--- src/rtl/swallow_counter.sv ---
// Modulus controller for a 4/5 dual-modulus prescaler: each output period spans P prescaler
// cycles, the first S of which divide by 5 (mc=0) and the rest by 4 (mc=1), giving N = 4P + S.
module swallow_counter #(
  parameter int PW = 6,
  parameter int SW = 3
) (
  input  logic          clk,
  input  logic          rst,
  input  logic [PW-1:0] p_in,
  input  logic [SW-1:0] s_in,
  output logic          mc,
  output logic          div_out,
  output logic          ratio_ack,
  output logic          ratio_err
);

  // Common width so S/P comparisons stay unsigned and lossless whichever field is wider.
  localparam int CW = (PW > SW) ? PW : SW;

  logic [PW-1:0] idx;
  logic [PW-1:0] p_lat;
  logic [SW-1:0] s_lat;

  logic          terminal;
  logic [PW-1:0] idx_inc;
  logic [PW-1:0] p_new;
  logic [SW-1:0] s_new;
  logic          clamp;

  assign terminal = (idx == p_lat - PW'(1));
  assign idx_inc  = idx + PW'(1);

  // Ratio sanitising: P=0 becomes 1, and S is never allowed to exceed P.
  // NOTE: every variable gets a default at the top of always_comb so no path leaves it
  // unassigned, which is what would otherwise infer a latch.
  always_comb begin
    p_new = p_in;
    s_new = s_in;
    clamp = 1'b0;
    if (p_in == '0) begin
      p_new = PW'(1);
      clamp = 1'b1;
    end
    if (CW'(s_in) > CW'(p_new)) begin
      s_new = SW'(p_new);
      clamp = 1'b1;
    end
  end

  // NOTE: sequential state uses non-blocking assignments so every register samples the
  // pre-edge values, independent of statement order.
  always_ff @(posedge clk or negedge rst) begin
    if (!rst) begin
      idx       <= '0;
      p_lat     <= PW'(1);
      s_lat     <= '0;
      mc        <= 1'b1;
      div_out   <= 1'b0;
      ratio_ack <= 1'b0;
      ratio_err <= 1'b0;
    end else if (terminal) begin
      idx       <= '0;
      p_lat     <= p_new;
      s_lat     <= s_new;
      mc        <= (s_new == '0);
      div_out   <= 1'b1;
      ratio_ack <= 1'b1;
      ratio_err <= clamp;
    end else begin
      idx       <= idx_inc;
      mc        <= (CW'(idx_inc) >= CW'(s_lat));
      div_out   <= 1'b0;
      ratio_ack <= 1'b0;
      ratio_err <= 1'b0;
    end
  end

endmodule

--- config.mk ---
export PLATFORM = sky130hd
export DESIGN_NAME = swallow_counter
export DESIGN_NICKNAME = d
export VERILOG_FILES = /design/src/rtl/swallow_counter.sv
export SDC_FILE = /design/constraint.sdc
export NUM_CORES = 1
export LEC_CHECK = 0
export ABC_AREA = 1
export CORE_MARGIN = 3
export CORE_UTILIZATION = 44
export DETAILED_ROUTE_END_ITERATION = 12
export GPL_ROUTABILITY_DRIVEN = 0
export PLACE_DENSITY = 0.65
export SKIP_CTS_REPAIR_TIMING = 1
export SYNTH_ARGS = -nofsm -noshare
export SYNTH_HDL_FRONTEND = slang
export SYNTH_SLANG_ARGS = --single-unit
--- constraint.sdc ---
create_clock -name clk -period 3.6 [get_ports clk]
set_input_delay 0.54 -clock clk [delete_from_list [all_inputs] [get_ports clk]]
set_output_delay 0.54 -clock clk [all_outputs]
set_load 0.05 [all_outputs]
==> report_table.html <==
<table>
<tr><th>Metric</th><th>Value</th></tr>
<tr><th colspan="2">Run status</th></tr>
<tr><td>Status</td><td>complete, no violations</td></tr>
<tr><th colspan="2">Setup path</th></tr>
<tr><td>Kind of capture point of the worst setup path</td><td>flip-flop</td></tr>
<tr><td>Type of the worst setup path</td><td>input pin to flip-flop</td></tr>
<tr><td>Worst path top cell family by delay</td><td>simple AND/OR/NAND/NOR gates</td></tr>
<tr><td>Cells traversed along the worst timing path</td><td>clkdlybuf4s50_1, nor2_1, nand3_1, nand2_1, ha_1, inv_1, nor2_1, nor2_1, nand2_1, o21ai_0, nor2_1, nand2_1, nand2_1</td></tr>
<tr><td>CP peak stage delay</td><td>0.52 ns</td></tr>
<tr><td>Number of buffers and inverters on the critical path</td><td>2</td></tr>
<tr><td>Cell with the largest stage delay on the worst path</td><td>sky130_fd_sc_hd__clkdlybuf4s50_1</td></tr>
<tr><td>Crit start category</td><td>input pin</td></tr>
<tr><td>Worst Path Required</td><td>between 3 and 4 ns</td></tr>
<tr><td>Reg-to-reg setup timing slack</td><td>between 1 and 1.5 ns</td></tr>
<tr><td>CP max FO</td><td>5</td></tr>
<tr><td>Data arrival time of the worst path</td><td>2.52 ns</td></tr>
<tr><th colspan="2">Finish</th></tr>
<tr><td>Layout cell share with drive strength beyond 1</td><td>17.59%</td></tr>
<tr><td>Antenna diodes</td><td>0</td></tr>
<tr><td>Highest-count cells in the layout ignoring fill and taps</td><td>62 x sky130_fd_sc_hd__nand2_1, 25 x sky130_fd_sc_hd__inv_1, 16 x sky130_fd_sc_hd__dfrtp_1</td></tr>
<tr><td>Number of standard cells in the final layout excluding fillers</td><td>230</td></tr>
<tr><td>Post-layout net count</td><td>219</td></tr>
<tr><td>FILL cells</td><td>287</td></tr>
<tr><td>Most common library cell in the layout ignoring fill and taps</td><td>sky130_fd_sc_hd__nand2_1</td></tr>
<tr><td>Post-route standard cell area excluding fillers</td><td>1478 µm²</td></tr>
<tr><td>Signed area change from the synthesized netlist to the final layout</td><td>14.33%</td></tr>
<tr><th colspan="2">Floorplanning</th></tr>
<tr><td>Initial cell density of the core</td><td>46.47%</td></tr>
<tr><td>Ports</td><td>15</td></tr>
<tr><td>Die X-Extent</td><td>60.20 µm</td></tr>
<tr><td>Total number of placement rows</td><td>19</td></tr>
<tr><td>Overall die height</td><td>60.20 µm</td></tr>
<tr><td>Die area</td><td>3624 µm²</td></tr>
<tr><td>Area of the placeable core</td><td>about 2800 µm²</td></tr>
<tr><th colspan="2">Synthesis</th></tr>
<tr><td>Post-synthesis average cell area</td><td>7.024 µm²</td></tr>
<tr><td>Post-Synthesis Net Count</td><td>203</td></tr>
<tr><td>Largest cells by area after synthesis</td><td>sky130_fd_sc_hd__dfrtp_1 31%, sky130_fd_sc_hd__nand2_1 18%, sky130_fd_sc_hd__ha_1 7.7%</td></tr>
<tr><td>Share of the synthesized area in the top cell type</td><td>30.98%</td></tr>
<tr><td>Share of the yosys chip area belonging to registers</td><td>35.04%</td></tr>
<tr><td>Cell count after synthesis</td><td>between 150 and 200</td></tr>
<tr><td>Post-synthesis register bit count</td><td>18</td></tr>
<tr><td>Count of distinct cell types in the synthesized netlist</td><td>21</td></tr>
<tr><td>Synthesis Warnings</td><td>0</td></tr>
<tr><td>Library cell occupying the most area in the post-synthesis netlist</td><td>sky130_fd_sc_hd__dfrtp_1</td></tr>
<tr><td>Netlist area before placement</td><td>1292 µm²</td></tr>
<tr><th colspan="2">Detailed routing</th></tr>
<tr><td>Routed wire length</td><td>2599 µm</td></tr>
<tr><td>Detailed router's first-iteration violation count</td><td>55</td></tr>
<tr><td>Routed wirelength normalized by instance count</td><td>11.30 µm</td></tr>
<tr><td>Number of antenna-violating nets in the routed design</td><td>0</td></tr>
<tr><td>DRC violation count after routing</td><td>0</td></tr>
<tr><td>Via count</td><td>1109</td></tr>
<tr><td>First-pass iteration count of the detailed router</td><td>4</td></tr>
<tr><td>Average vias per placed instance</td><td>4.822</td></tr>
<tr><th colspan="2">STA</th></tr>
<tr><td>Max Slew Vio Count</td><td>0</td></tr>
<tr><td>Achievable frequency</td><td>approximately 440 MHz</td></tr>
<tr><td>Final setup violation count</td><td>0</td></tr>
<tr><td>RSZ-0062 raised after global routing</td><td>no</td></tr>
<tr><td>Max-slew headroom at the worst pin</td><td>44.74%</td></tr>
<tr><td>Final clock skew</td><td>~0.0015 ns</td></tr>
<tr><td>Final worst-path cycle share</td><td>63.51%</td></tr>
<tr><td>Pin slew with the least headroom to its limit</td><td>~0.83 ns</td></tr>
<tr><td>Post-layout minimum cycle time</td><td>2.286 ns</td></tr>
<tr><td>Hold Slack</td><td>0.4953 ns</td></tr>
<tr><td>TNS Setup</td><td>0 ns</td></tr>
<tr><td>Number of failing hold endpoints at the final stage</td><td>0</td></tr>
<tr><th colspan="2">Global route</th></tr>
<tr><td>Largest net degree at the start of global routing</td><td>19</td></tr>
<tr><td>Gr ovfl total</td><td>0</td></tr>
<tr><td>Antenna violations before repair</td><td>0</td></tr>
<tr><td>First-pass GRT wire length</td><td>4512 µm</td></tr>
<tr><td>Via count of the first global-routing pass</td><td>approximately 1.1k</td></tr>
<tr><td>Overall Global Routing Usage</td><td>16.61%</td></tr>
<tr><th colspan="2">CTS</th></tr>
<tr><td>Cell at the root of the clock tree</td><td>sky130_fd_sc_hd__clkbuf_4</td></tr>
<tr><td>Clk sink count</td><td>18</td></tr>
<tr><td>Clk pin slew, worst setup/hold paths</td><td>approximately 0.1 ns</td></tr>
<tr><td>Deepest clock path buffer count</td><td>2</td></tr>
<tr><td>Worst-skew pair later-pin latency</td><td>approximately 0.29 ns</td></tr>
<tr><td>CTS tree</td><td>built</td></tr>
<tr><td>Number of buffers created by CTS</td><td>3</td></tr>
<tr><td>H-tree level count</td><td>1</td></tr>
<tr><th colspan="2">Pwr</th></tr>
<tr><td>Tot Pwr</td><td>about 0.00037 W</td></tr>
<tr><td>Maximum resistive drop on vdd</td><td>0.1979 mV</td></tr>
<tr><td>PwrDens</td><td>about 250 nW/µm²</td></tr>
<tr><td>Static leakage</td><td>approximately 0.87 nW</td></tr>
<tr><th colspan="2">Job</th></tr>
<tr><td>Count of maximum capacitance violations</td><td>0</td></tr>
<tr><th colspan="2">Hold path</th></tr>
<tr><td>Class of the most critical hold timing path</td><td>flip-flop to flip-flop</td></tr>
<tr><th colspan="2">Place</th></tr>
<tr><td>Post-place instance area</td><td>1441 µm²</td></tr>
<tr><td>Final HPWL from detailed placement</td><td>2085 µm</td></tr>
<tr><td>Cell count after placement</td><td>between 200 and 250</td></tr>
<tr><td>Number of buffers inserted by port buffering</td><td>14</td></tr>
</table>
sequential cells by signal, indices dropped and copies added, names as in the netlist:
register and cells:
idx 6, mc 1, p_lat 6, ratio_ack 1
ratio_err 1, s_lat 3
worst min-delay path, stage by stage (launching register included):
cell,delay [ns]
sky130_fd_sc_hd__dfrtp_1,0.36
sky130_fd_sc_hd__nand2_1,0.06
sky130_fd_sc_hd__nand2_1,0.05
routing by layer:
layer / up-vias / share of wire [%] / track usage, %
met3: 2 / 1.7 / 3.024
met4: 0 / 1.0 / 9.177
met5: - / 0 / 0
met2: 6 / 53 / 29.48
met1: 519 / 45 / 18.40
li1: 582 / - / -
cell families (layout without fill, tap and decap cells):
| group | count (synthesis) | count (layout) | synth area share [%] |
|---|---|---|---|
| AOI/OAI and AO/OA | 5 | 5 | 2.226 |
| xor gates and xnor gates | 6 | 6 | 4.066 |
| and+or+nand+nor | 108 | 108 | 38.14 |
| DFF | 18 | 18 | 35.04 |
| adders and majority gates | 8 | 8 | 7.745 |
| buffers and inverters | 39 | 54 | 12.78 |
path summary, 6_finish.rpt:
path,startpoint,end,depth (start not counted)
setup / recovery,p_in[1],mc,13
hold / removal,s_lat[1],s_lat[1],2
setup reg to reg,p_lat[0],mc,9
hold reg to reg,s_lat[1],s_lat[1],2
max in group asynchronous,rst,p_lat[3],1
min in group asynchronous,rst,idx[1],1
layout make-up:
class	count	area, µm²	share of cell area (%)
flip-flops and latches	18	452.9	30.65
clock buffers	4	36.28	2.456
repair buffers	14	140.1	9.483
well taps	31	38.79	2.625
multi-input cells	127	674.4	45.64
inverters	36	135.1	9.145
per-stage QoR:
step	util, %	worst slack [ns]
floorplan	-	1.701
global placement	51.82	1.075
detailed placement	51.82	0.9853
CTS	53.13	1.321
global route	53.13	1.017
finish	53.13	1.314
power by group:
| group | switching [W] | internal, W |
|---|---|---|
| combinational | 0.0000222 | 0.0000178 |
| sequential | 0 | 0.000202 |
| clock | 0.0000620 | 0.0000616 |
| total | 0.0000841 | 0.000282 |
Yosys cell counts:
cell and n:
sky130_fd_sc_hd__nor2_2 2, sky130_fd_sc_hd__dfrtp_1 16, sky130_fd_sc_hd__dfstp_2 2, sky130_fd_sc_hd__xor2_1 6, sky130_fd_sc_hd__nand2_1 62, sky130_fd_sc_hd__nor2_4 1, sky130_fd_sc_hd__nand2_2 11, sky130_fd_sc_hd__inv_2 11
sky130_fd_sc_hd__nand3_2 2, sky130_fd_sc_hd__buf_6 2, sky130_fd_sc_hd__nand4_2 1, sky130_fd_sc_hd__buf_4 1, sky130_fd_sc_hd__nand3_1 13, sky130_fd_sc_hd__a21oi_2 1, sky130_fd_sc_hd__o21ai_0 3, sky130_fd_sc_hd__nor2_1 13
sky130_fd_sc_hd__a21oi_1 1, sky130_fd_sc_hd__nand4_1 1, sky130_fd_sc_hd__nand3b_1 2, sky130_fd_sc_hd__ha_1 8, sky130_fd_sc_hd__inv_1 25
Power figures use the tool's default switching activity.
